--- config.mk ---
export PLATFORM = sky130hd
export DESIGN_NAME = data_bus_arbiter
export DESIGN_NICKNAME = d
export VERILOG_FILES = /design/src/rtl/data_bus_arbiter.sv
export SDC_FILE = /design/constraint.sdc
export NUM_CORES = 1
export LEC_CHECK = 0
export CAP_MARGIN = 20
export CELL_PAD_IN_SITES_DETAIL_PLACEMENT = 2
export CELL_PAD_IN_SITES_GLOBAL_PLACEMENT = 2
export CORE_UTILIZATION = 13
export DETAILED_ROUTE_END_ITERATION = 7
export HOLD_SLACK_MARGIN = 0.1
export PLACE_DENSITY_LB_ADDON = 0.12
export REMOVE_ABC_BUFFERS = 1
export SYNTH_ARGS = -nofsm -noshare
export SYNTH_HDL_FRONTEND = slang
export SYNTH_SLANG_ARGS = --single-unit
--- constraint.sdc ---
create_clock -name Clock -period 2.3 [get_ports Clock]
set_clock_uncertainty 0.1 [all_clocks]
set_input_delay 0.46 -clock Clock [delete_from_list [all_inputs] [get_ports Clock]]
set_output_delay 0.46 -clock Clock [all_outputs]
set_load 0.03 [all_outputs]
--- src/rtl/data_bus_arbiter.sv ---
// Two-master round-robin arbiter in front of the single-port data bus (Read/Write/Done handshake).
// Define DATA_BUS_ARB_TIMEOUT_EN to abort stalled grants after TIMEOUT_CYCLES with an ArbErr pulse.
module data_bus_arbiter #(
    parameter int TIMEOUT_CYCLES = 64
) (
    input  logic        Clock,
    input  logic        Reset,

    input  logic        M0ReadData,
    input  logic        M0WriteData,
    input  logic [15:0] M0Addr,
    input  logic [15:0] M0BusIn,
    output logic [15:0] M0BusOut,
    output logic        M0Done,

    input  logic        M1ReadData,
    input  logic        M1WriteData,
    input  logic [15:0] M1Addr,
    input  logic [15:0] M1BusIn,
    output logic [15:0] M1BusOut,
    output logic        M1Done,

    output logic        ReadData,
    output logic        WriteData,
    output logic [15:0] DataAddr,
    output logic [15:0] BusIn,
    input  logic [15:0] BusOut,
    input  logic        DataDone,

    output logic        ArbErr,
    output logic [1:0]  DbgState
);

    localparam logic [1:0] ST_IDLE   = 2'd0;
    localparam logic [1:0] ST_GRANT0 = 2'd1;
    localparam logic [1:0] ST_GRANT1 = 2'd2;
    localparam logic [1:0] ST_RESP   = 2'd3;

    logic [1:0]  state_q, state_d;
    logic        last_grant_q, last_grant_d;
    logic [15:0] rdata_q, rdata_d;
    logic        err_q, err_d;

    logic        m0_req;
    logic        m1_req;
    logic        gnt_active;
    logic        gnt_rd;
    logic        gnt_wr;
    logic [15:0] gnt_addr;
    logic [15:0] gnt_wdata;
    logic        timeout_hit;

    assign m0_req     = M0ReadData | M0WriteData;
    assign m1_req     = M1ReadData | M1WriteData;
    assign gnt_active = (state_q == ST_GRANT0) || (state_q == ST_GRANT1);

    // Granted master's signals; everything reads as zero outside GRANTn.
    always_comb begin
        gnt_rd    = 1'b0;
        gnt_wr    = 1'b0;
        gnt_addr  = 16'h0000;
        gnt_wdata = 16'h0000;
        case (state_q)
            ST_GRANT0: begin
                gnt_rd    = M0ReadData;
                gnt_wr    = M0WriteData;
                gnt_addr  = M0Addr;
                gnt_wdata = M0BusIn;
            end
            ST_GRANT1: begin
                gnt_rd    = M1ReadData;
                gnt_wr    = M1WriteData;
                gnt_addr  = M1Addr;
                gnt_wdata = M1BusIn;
            end
            default: begin
                gnt_rd    = 1'b0;
                gnt_wr    = 1'b0;
                gnt_addr  = 16'h0000;
                gnt_wdata = 16'h0000;
            end
        endcase
    end

`ifdef DATA_BUS_ARB_TIMEOUT_EN
    localparam int CNT_W = $clog2(TIMEOUT_CYCLES + 1);

    logic [CNT_W-1:0] cnt_q, cnt_d;

    // Held at zero outside GRANTn, so it starts from zero on every grant entry.
    always_comb begin
        cnt_d = '0;
        if (gnt_active) begin
            cnt_d = cnt_q + 1'b1;
        end
    end

    assign timeout_hit = gnt_active && !DataDone &&
                         (cnt_q == CNT_W'(TIMEOUT_CYCLES - 1));

    always_ff @(posedge Clock) begin
        if (Reset) begin
            cnt_q <= '0;
        end else begin
            cnt_q <= cnt_d;
        end
    end
`else
    logic timeout_unused;

    assign timeout_hit    = 1'b0;
    assign timeout_unused = (TIMEOUT_CYCLES != 0);
`endif

    always_comb begin
        state_d      = state_q;
        last_grant_d = last_grant_q;
        rdata_d      = rdata_q;
        err_d        = 1'b0;
        case (state_q)
            ST_IDLE: begin
                // On a tie the master that did not win last time gets the bus.
                if (m0_req && (!m1_req || last_grant_q)) begin
                    state_d      = ST_GRANT0;
                    last_grant_d = 1'b0;
                end else if (m1_req) begin
                    state_d      = ST_GRANT1;
                    last_grant_d = 1'b1;
                end
            end
            ST_GRANT0, ST_GRANT1: begin
                if (!(gnt_rd || gnt_wr)) begin
                    state_d = ST_IDLE;
                end else if (DataDone) begin
                    rdata_d = BusOut;
                    state_d = ST_RESP;
                end else if (timeout_hit) begin
                    rdata_d = 16'hDEAD;
                    err_d   = 1'b1;
                    state_d = ST_RESP;
                end
            end
            default: begin
                state_d = ST_IDLE;
            end
        endcase
    end

    always_ff @(posedge Clock) begin
        if (Reset) begin
            state_q      <= ST_IDLE;
            last_grant_q <= 1'b1;
            rdata_q      <= 16'h0000;
            err_q        <= 1'b0;
        end else begin
            state_q      <= state_d;
            last_grant_q <= last_grant_d;
            rdata_q      <= rdata_d;
            err_q        <= err_d;
        end
    end

    // Write wins when a master raises both strobes.
    assign ReadData  = gnt_rd & ~gnt_wr;
    assign WriteData = gnt_wr;
    assign DataAddr  = gnt_addr;
    assign BusIn     = gnt_wdata;

    assign M0Done    = (state_q == ST_RESP) && !last_grant_q;
    assign M1Done    = (state_q == ST_RESP) &&  last_grant_q;
    assign M0BusOut  = rdata_q;
    assign M1BusOut  = rdata_q;
    assign ArbErr    = err_q;
    assign DbgState  = state_q;

endmodule

# Word-level counts from Yosys, hierarchy flattened

Index checks and enable logic that the tools add are counted.

Register bits after elaboration: 19
Input port bits: 87
Output and inout port bits: 71
Logic and storage cells: 36

Equal/unequal tests: 5
Muxes and demuxes: 11
Bitwise logic cells: 4
Reduce and logical (&&, ||, !) cells: 13

Operator list:

| operator             | number |
|---|---|
| $pmux W16 S2         | 2 |
| $mux W2              | 4 |
| $ne A3 B3 Y1 const B | 2 |
| $eq A2 B2 Y1 const B | 2 |
| $pmux W1 S2          | 2 |
| $pmux W2 S2          | 1 |
| $reduce_and A2 Y1    | 2 |
| $logic_and A1 B1 Y1  | 3 |
| $reduce_and A3 Y1    | 1 |
| $eq A2 B1 Y1 const B | 1 |
| $logic_not A1 Y1     | 2 |
| $logic_not A2 Y1     | 1 |
| $logic_or A1 B1 Y1   | 2 |
| $mux W1              | 2 |
| $or A1 B1 Y1         | 2 |
| $reduce_bool A2 Y1   | 1 |
| $reduce_or A2 Y1     | 1 |
| $and A1 B1 Y1        | 1 |
| $not A1 Y1           | 1 |

# Longest topological paths before layout

Gate-level depths: netlist (run 1).

Depth after elaboration: 6
Depth in mapped cells: 9
Gate-level depth less buffers: 6

# Worst setup path after synthesis (run 1)

OpenSTA, ideal clock, no wires.

Path type: reg2out
Start: register state_q[0] (netlist: DbgState[0])
End: output port BusIn[11]
Arrival time: 1.790 ns
Path slack: -0.050 ns
Cell stages (with the launch flop): 6
Cell sequence: dfxtp_1 > ha_1 > buf_2 > clkbuf_1 > a22oi_1 > nor2b_1

Word-level cells in the longest chain between the ends: 2

Ends and longest elaborated chain:

| element                                      | RTL line | text |
|---|---|---|
| start: declaration                           | 39       | `logic [1:0] state_q, state_d;` |
| start signal: assignment                     | 156      | `state_q <= state_d;` |
| $eq A2 B2 Y1 or $eq A2 B1 Y1 (tied branches) | 63       | `case (state_q)` |
| $pmux W16 S2 (*)                             | 63       |  |
| end: declaration                             | 26       | `output logic [15:0] BusIn,` |

Mark *: on every way between the ends. The rest lies on a longest branch, timed or not.

# Worst setup path after layout (run 1)

Start: register state_q[0] (netlist: DbgState[0])
End: output port ReadData

Word-level cells in the longest chain between the ends: 4

Ends and longest elaborated chain:

| element                                      | RTL line | text |
|---|---|---|
| $eq A2 B2 Y1 or $eq A2 B1 Y1 (tied branches) | 63       |  |
| $pmux W1 S2                                  | 63       |  |
| $not A1 Y1                                   | 164      | `assign ReadData = gnt_rd & ~gnt_wr;` |
| $and A1 B1 Y1 (*)                            | 164      |  |
| end: declaration                             | 23       | `output logic ReadData,` |

Marked as above.

==> flow_summary.toml, run 1 <==
[die]
die_h_um = 110
dieArea_um2 = 12100
num_io_pins = 158
die_w_um = 110
row_count = 38
initial_core_util = 0.136
core_area_um2 = 11100

[timing]
slew_violations = 0
fin_ws_ns = 0.0952
fmax_mhz = 454
fin_crit_sh = 0.959
period_minus_slack_ns = 2.20
timing.final.hold_violations = 0
setup_viol = 0
rsz0062_at_grt = "no"

[worst_setup_path]
required_ns = 1.74
r2r_end = "M0BusOut[11]$_SDFFE_PP0P_"
endpoint = "ReadData"
worstPathArrival_ns = 1.64
critPathSlowestCell = "dfxtp_2"
worstRegToRegCells = 8
startpoint_type = "flop"
criticalPathCategory = "flop to output pin"
crit_buf_inv = 3
cp_top_family = "buffers and inverters"
cp_max_fo = 35
crit_start = "DbgState[0]$_SDFFE_PP0P_"
r2r_start = "DbgState[1]$_SDFFE_PP0P_"
path_depth = 6
cp-end-kind = "output pin"
reg2reg_slack_ns = 0.40
cp_cell_sequence = "inv_1 -> ha_1 -> buf_12 -> a22o_1 -> and3_1 -> buf_4"
slowest_delay_ns = 0.37

[hold_path]
hold_depth = 2
hp-class = "flop to flop"

[outcome]
status = "complete, no violations"

[clock_tree]
clk_latency_ns = 0.25
clk_pin_slew_ns = 0.05
htree_levels = 1
cts_root_buf = "clkbuf_16"
cts_buffer_depth = 2
cts_buffers = 3
cts_setup_buffers = 0
clock-sinks = 19
tritoncts = "built"

[synthesis]
synth_seq_cells = 19
yosysMostFrequentCell = "nor2b_1"
synth_top_cell_area_share = 0.252
synthTopCellsByCount = "nor2b_1, a22oi_1, dfxtp_1"
synthesis.area_um2 = 1510
synth_largest_area_cell = "dfxtp_1"
yosys_warnings = 0
avgSynthCellArea_um2 = 8.39
synth.area.top_cells = "dfxtp_1, a22oi_1, nor2b_1, mux2i_1, buf_4"
syn-instance-count = 180
synth_async_sr_flop_share = 0
synth_edf_count = 0
synthFlopType = "dfxtp_1"
synth_cell_type_count = 27
synth-seq-area-share = 0.252

[finish]
n_antenna_cell = 0
layoutNonFillerInstCount = 456
fin_nets = 409
utilization = 0.283
stdcell_area_um2 = 3140
layout-drive-gt1-share = 0.168
area_growth_pct = 108
fillers = 1253

[route]
met3_length_um = 851
via_per_inst = 4.05
met1_length_um = 3140
drt-initial-drc-count = 56
wl_per_cell_um = 15.2
route.vias.total = 1845
wl_met2_um = 2910
wl_um = 6930
highest-signal-layer = "met4"
first_pass_iters = 4
antenna_left = 0
drc = 0

[global_routing]
grt.total_usage = 0.109
grt.overflow.total = 0
grt_start_max_net_pins = 36
antenna_found_initial = 0
grt_pass1_wl_um = 10300
first_global_vias = 1982

[placement]
gp_congestion = 0.666
dpl.hpwl_um = 5410
io_buffers = 156
placed_cell_area_um2 = 3050
dp_cells = 452
pre_cts_ws_ns = 0.200

[flow_run]
drv_cap = 0

[power]
peakVddDrop_mv = 0.318
power_w = 0.00294
leakage_nw = 1.15
cellPowerDensity_nw_per_um2 = 939
==> cell families (layout without fill, tap and decap cells) <==
logic type,count (synthesis),count (layout),synth area share
simple gates,59,59,0.215
compound gates,44,44,0.226
buf+inv,34,170,0.144
flops,19,19,0.252
mux,18,18,0.119
fa+ha+maj,5,5,0.0414
other cells,1,1,0.00248
==> worst min path at each step <==
stage                               from                        end  slack (ns)
2_1_floorplan  last_grant_q$_SDFFE_PP1P_  last_grant_q$_SDFFE_PP1P_        0.40
3_3_place_gp    M0BusOut[2]$_SDFFE_PP0P_   M0BusOut[2]$_SDFFE_PP0P_        0.40
3_5_place_dp    M0BusOut[6]$_SDFFE_PP0P_   M0BusOut[6]$_SDFFE_PP0P_        0.42
4_1_cts         DbgState[0]$_SDFFE_PP0P_   DbgState[0]$_SDFFE_PP0P_        0.43
5_1_grt         DbgState[0]$_SDFFE_PP0P_   DbgState[0]$_SDFFE_PP0P_        0.46
6_report        DbgState[0]$_SDFFE_PP0P_   DbgState[0]$_SDFFE_PP0P_        0.42
==> cell type report <==
class,count,area [um^2],share of cell area
timing repair buffer,164,1570,0.501
multi-input combinational,127,920,0.293
sequential,19,383,0.122
tap,140,175,0.0559
clock buffer,4,78.8,0.0251
inverter,2,7.51,0.00239
==> cell usage in the layout (no fill, tap or decap), drive strengths merged <==
cell and n:
a21o 1, clkdlybuf4s50 120, a21boi 1, a211o 1, and2 1, o21ba 1
ha 5, nor3b 2, buf 42, nand2 1, and3 1, inv 2
o21ai 2, o31ai 1, a21oi 1, clkbuf 4, dfxtp 19, dlygate4sd2 2
nand2b 2, a22oi 33, mux2i 18, nor2b 34, a22o 1, o211ai 2
nor2 18, conb 1
==> report_power, final <==
part	leakage, nW	switching, W	internal (W)
Sequential	0.155	0.0000559	0.000386
Combinational	0.960	0.00117	0.000982
Clock	0.0382	0.000119	0.000235
Total	1.15	0.00134	0.00160
==> through the flow <==
step           setup TNS, ns  hold slack (ns)
3_3_place_gp               0            0.404
2_1_floorplan         -18.69            0.398
3_5_place_dp               0            0.416
6_report                   0            0.418
5_1_grt                    0            0.459
4_1_cts                    0            0.431
==> timing repair <==
action	in CTS	in global routing
hold buffers	0	0
gates resized for setup	4	2
setup endpoints to repair	27	11
==> state kept, by name, summed over array words and instances (netlist names) <==
register and count:
DbgState 2, last_grant_q 1, M0BusOut 16
==> worst reg2reg max path: stages, from the launching register on <==
cell      delay, ns
dfxtp_2        0.33
inv_1          0.09
ha_1           0.20
buf_12         0.22
o211ai_2       0.17
a21boi_2       0.21
buf_12         0.19
mux2i_1        0.23
nor2_1         0.05
==> metal layers <==
| layer | GRT usage | up-vias |
|---|---|---|
| met3 | 0.0308 | 2 |
| li1 | - | 880 |
| met2 | 0.182 | 116 |
| met5 | 0 | - |
| met4 | 0.0200 | 0 |
| met1 | 0.141 | 847 |
Power figures use the tool's default switching activity.
==> inputs of run 2 (changes only) <==
PLACE_DENSITY = 0.89   (was not set)
PLACE_DENSITY_LB_ADDON = not set   (was 0.12)
==> run 2 against run 1 <==
  * Cell area increased by 2.8%
  * Highest routed layer unchanged
  * Sequential power increased by 1%
  * Largest cell class unchanged
  * Combinational power increased by 6%
  * Core utilization increased by 0.78 points
  * Critical path depth increased by 1
  * First-iteration DRC count increased by 46%
  * Global-route usage increased by 0.072 points
  * Die area unchanged
  * Largest power group unchanged
==> flow_summary.toml, run 2 (synthesized netlist as in run 1, its figures left out) <==
[route]
drt-initial-drc-count = 82
wl_um = 7210
wl_per_cell_um = 15.7
route.vias.total = 1911
first_pass_iters = 4
drc = 0
antenna_left = 0
via_per_inst = 4.17

[finish]
n_antenna_cell = 0
fillers = 1246
layout_common_cells = "clkdlybuf4s50_1, buf_4, nor2b_1, a22oi_1"
largest_reg_flops = 16
layout_commonest_cell = "clkdlybuf4s50_1"
layoutNonFillerInstCount = 458
fin_nets = 411
layout-drive-gt1-share = 0.176
area_growth_pct = 113

[worst_setup_path]
cp_max_fo = 19
worstRegToRegCells = 8
required_ns = 1.74
r2r_end = "M0BusOut[15]$_SDFFE_PP0P_"
startpoint_type = "flop"
r2r_start = "DbgState[1]$_SDFFE_PP0P_"
criticalPathCategory = "flop to output pin"
cp-end-kind = "output pin"
worstPathArrival_ns = 1.67
reg2reg_slack_ns = 0.25

[clock_tree]
cts_root_buf = "clkbuf_16"
htree_levels = 1
hold_buffers = 0
clk_latency_ns = 0.25
clk_pin_slew_ns = 0.06
clock-sinks = 19
cts_buffers = 3
cts_buffer_depth = 2
tritoncts = "built"

[hold_path]
hp-class = "flop to flop"
worstHoldStart = "DbgState[1]$_SDFFE_PP0P_"
min_to = "DbgState[1]$_SDFFE_PP0P_"
hold_depth = 2

[timing]
fin_setup_tns_ns = 0
rsz0062_at_grt = "yes"
fin_crit_sh = 0.969
period_minus_slack_ns = 2.23
setup_viol = 0
fmax_mhz = 449
timing.final.hold_violations = 0
slew_violations = 0

[power]
peakVddDrop_mv = 0.332
leakage_nw = 1.17
cellPowerDensity_nw_per_um2 = 957

[die]
die_w_um = 110
dieArea_um2 = 12100
core_area_um2 = 11100
row_count = 38
num_io_pins = 158
initial_core_util = 0.136
die_h_um = 110

[global_routing]
first_global_vias = 2072
antenna_found_initial = 0
grt_pass1_wl_um = 10300
grt.overflow.total = 0
grt.total_usage = 0.110
grt_start_max_net_pins = 37

[flow_run]
drv_cap = 0

[placement]
dpl.hpwl_um = 5850
gp_congestion = 0.645
dp_cells = 453
io_buffers = 156

[outcome]
status = "complete, no violations"
## run 2: critical path, cell delays in order (launching register included)
cell and delay (ns):
dfxtp_4 0.37, inv_1 0.06, ha_1 0.23, buf_12 0.17, buf_12 0.15, a22oi_1 0.19
nor2b_1 0.08, buf_4 0.17
## run 2: power breakdown
part | leakage (nW) | internal [W] | switching (W)
combinational | 0.976 | 0.00107 | 0.00120
sequential | 0.155 | 0.000389 | 0.0000587
clock | 0.0382 | 0.000236 | 0.000129
total | 1.17 | 0.00169 | 0.00139
## run 2: metal layers
layer / GRT usage / share of wire / vias up
met1: 0.109 / 0.35 / 895
met4: 0.0171 / 0.0024 / 0
li1: - / - / 888
met3: 0.0338 / 0.13 / 2
met5: 0 / 0 / -
met2: 0.224 / 0.52 / 126
## run 2: worst max-delay path by stage
stage                                         from                       end  slack, ns  cells after the start
final                     DbgState[0]$_SDFFE_PP0P_                 BusIn[15]       0.07                      7
after global routing      DbgState[1]$_SDFFE_PP0P_                 WriteData     -0.004                      6
after CTS                 DbgState[0]$_SDFFE_PP0P_                 BusIn[15]      0.006                      7
after detailed placement  DbgState[0]$_SDFFE_PP0P_                 BusIn[13]       0.08                      5
after global placement                  M0ReadData                  ReadData       0.19                      4
after floorplan           DbgState[1]$_SDFFE_PP0P_  M0BusOut[0]$_SDFFE_PP0P_      -0.56                      5
## run 2: final cells by class
| type | count | area (um^2) | area share |
|---|---|---|---|
| repair buffers | 166 | 1640 | 0.510 |
| multi-input cells | 127 | 932 | 0.289 |
| flip-flops and latches | 19 | 385 | 0.120 |
| well taps | 140 | 175 | 0.0544 |
| clock buffers | 4 | 78.8 | 0.0245 |
| inverters | 2 | 7.51 | 0.00233 |
## run 2: timing repair
action	4_1_cts	5_1_grt
gates resized for setup	5	6
pin swaps	0	0
setup buffers	0	1
setup endpoints to repair	33	20
## run 2: through the flow
stage,hold slack (ns),setup WS (ns),power [W],utilization,area (um^2)
floorplan,0.398,-0.559,0.00167,-,1300
global placement,0.403,0.195,0.00261,0.279,3090
detailed placement,0.422,0.0818,0.00269,0.279,3090
CTS,0.438,0.00591,0.00309,0.288,3190
global route,0.451,-0.00419,0.00327,0.291,3220
finish,0.426,0.0721,0.00308,0.291,3220
==> edit, RTL diff (config.mk and constraints of run 2) <==
Add an input register stage for `M1Addr`, with the module's reset; this delays it by one clock. The other inputs are not delayed to match.
--- a/src/rtl/data_bus_arbiter.sv
+++ b/src/rtl/data_bus_arbiter.sv
@@ -36,6 +36,16 @@
     localparam logic [1:0] ST_GRANT1 = 2'd2;
     localparam logic [1:0] ST_RESP   = 2'd3;
 
+    logic [15:0] M1Addr_q;
+
+    always_ff @(posedge Clock) begin
+        if (Reset) begin
+            M1Addr_q <= '0;
+        end else begin
+            M1Addr_q <= M1Addr;
+        end
+    end
+
     logic [1:0]  state_q, state_d;
     logic        last_grant_q, last_grant_d;
     logic [15:0] rdata_q, rdata_d;
@@ -70,7 +80,7 @@
             ST_GRANT1: begin
                 gnt_rd    = M1ReadData;
                 gnt_wr    = M1WriteData;
-                gnt_addr  = M1Addr;
+                gnt_addr  = M1Addr_q;
                 gnt_wdata = M1BusIn;
             end
             default: begin
Check against the original RTL: not equivalent (a bounded check fails within 4 cycles, from zero or initial values and one cycle with Reset high).
==> edit against run 2 <==
- die area is 28% higher
- wire length is 22% higher
- worst hold slack improved by 2.2 ps
- critical path type unchanged
- setup slack better by 23 ps
- largest power group unchanged
- area after synthesis increased by 28%
- sequential cell count up 16
- count of clock-buffer cells in the layout rose by 1
- power increased by 26%
- largest cell class unchanged
- critical path depth decreased by 2
- final area grew 19%
==> edit: results <==
export IMPL_finalNonFillerCells=539
export IMPL_synth_seq_area_share_pct=36.13
export IMPL_cp_startpoint="DbgState[1]$_SDFFE_PP0P_"
export IMPL_synth_compound_area_share_pct=17.61
export IMPL_area_delta_synth_final_pct=97.94
export IMPL_power_leakage_nw=1.390
export IMPL_reg2reg_to="M0BusOut[4]$_SDFFE_PP0P_"
export IMPL_outcome="finished, final reports clean"
export IMPL_synthMuxAreaShare_pct=9.290
export IMPL_insertion_delay_ps=280
export IMPL_routabilityCongestion=0.7030
export IMPL_critical_path_max_stage_delay_ps=390
export IMPL_wl_per_cell_um=16.36
export IMPL_dp_slack_ps=74.99
export IMPL_synth_common_cells="nor2b_1 (50), dfxtp_1 (35), a22oi_1 (33), mux2i_1 (18), nor2_1 (18)"
export IMPL_finalNetCount=446
export IMPL_synth_area_top_cells="dfxtp_1 (36%), nor2b_1 (16%), a22oi_1 (13%)"
export IMPL_place_area_um2=3571
export IMPL_endpoint="BusIn[7]"
export IMPL_sw_frac_of_total_pct=42.24
export IMPL_track_usage_pct=10.35
export IMPL_period_share_pct=95.85
export IMPL_cts_max_level=2
export IMPL_drive_gt1_share_pct=19.72
export IMPL_p_seq_uw=757
edit: changes by cell type in the layout (fill, tap and decap cells not counted), sizes merged:
cell / before / now
clkinv: 0 / 1
clkdlybuf4s50: 122 / 120
nor2b: 34 / 50
buf: 44 / 43
clkinvlp: 0 / 2
dfxtp: 19 / 35
dlygate4sd2: 0 / 2
clkbuf: 4 / 7
edit: worst min-delay path: stages (launching register included):
cell and delay [ps]:
dfxtp_1 350, mux2i_1 70, nor2_1 70
edit: area by class of cell:
| class | instances | area share, % |
|---|---|---|
| Clock inverter | 3 | 0.5215 |
| Inverter | 2 | 0.1956 |
| Multi-Input combinational cell | 143 | 28.03 |
| Timing Repair Buffer | 167 | 43.61 |
| Sequential cell | 35 | 18.38 |
| Tap cell | 184 | 5.997 |
| Clock buffer | 5 | 3.259 |
edit: repair_timing:
item,in CTS,in global routing
setup endpoints to repair,36,34
cloned,0,2
buffers inserted,0,0
resized for setup,10,10
endpoints found under the hold margin,0,0
edit: worst min path at each step:
stage and endpoint:
2_1_floorplan last_grant_q$_SDFFE_PP1P_, 3_3_place_gp M0BusOut[8]$_SDFFE_PP0P_, 3_5_place_dp M0BusOut[2]$_SDFFE_PP0P_, 4_1_cts M0BusOut[2]$_SDFFE_PP0P_, 5_1_grt M0BusOut[2]$_SDFFE_PP0P_, 6_report M0BusOut[2]$_SDFFE_PP0P_
edit: cells by family after synthesis:
kind of cell / count (synthesis)
flops: 35
simple gates: 75
other cells: 1
mux: 18
buf+inv: 36
fa+ha+maj: 5
compound gates: 44
edit: routing by layer:
layer / vias to the layer above / part of all wire, % / global-route usage (%)
met4: 0 / 0.85 / 3.274
met2: 131 / 51 / 20.34
met1: 1000 / 36 / 9.715
li1: 991 / - / -
met5: - / 0 / 0
met3: 6 / 12 / 3.892
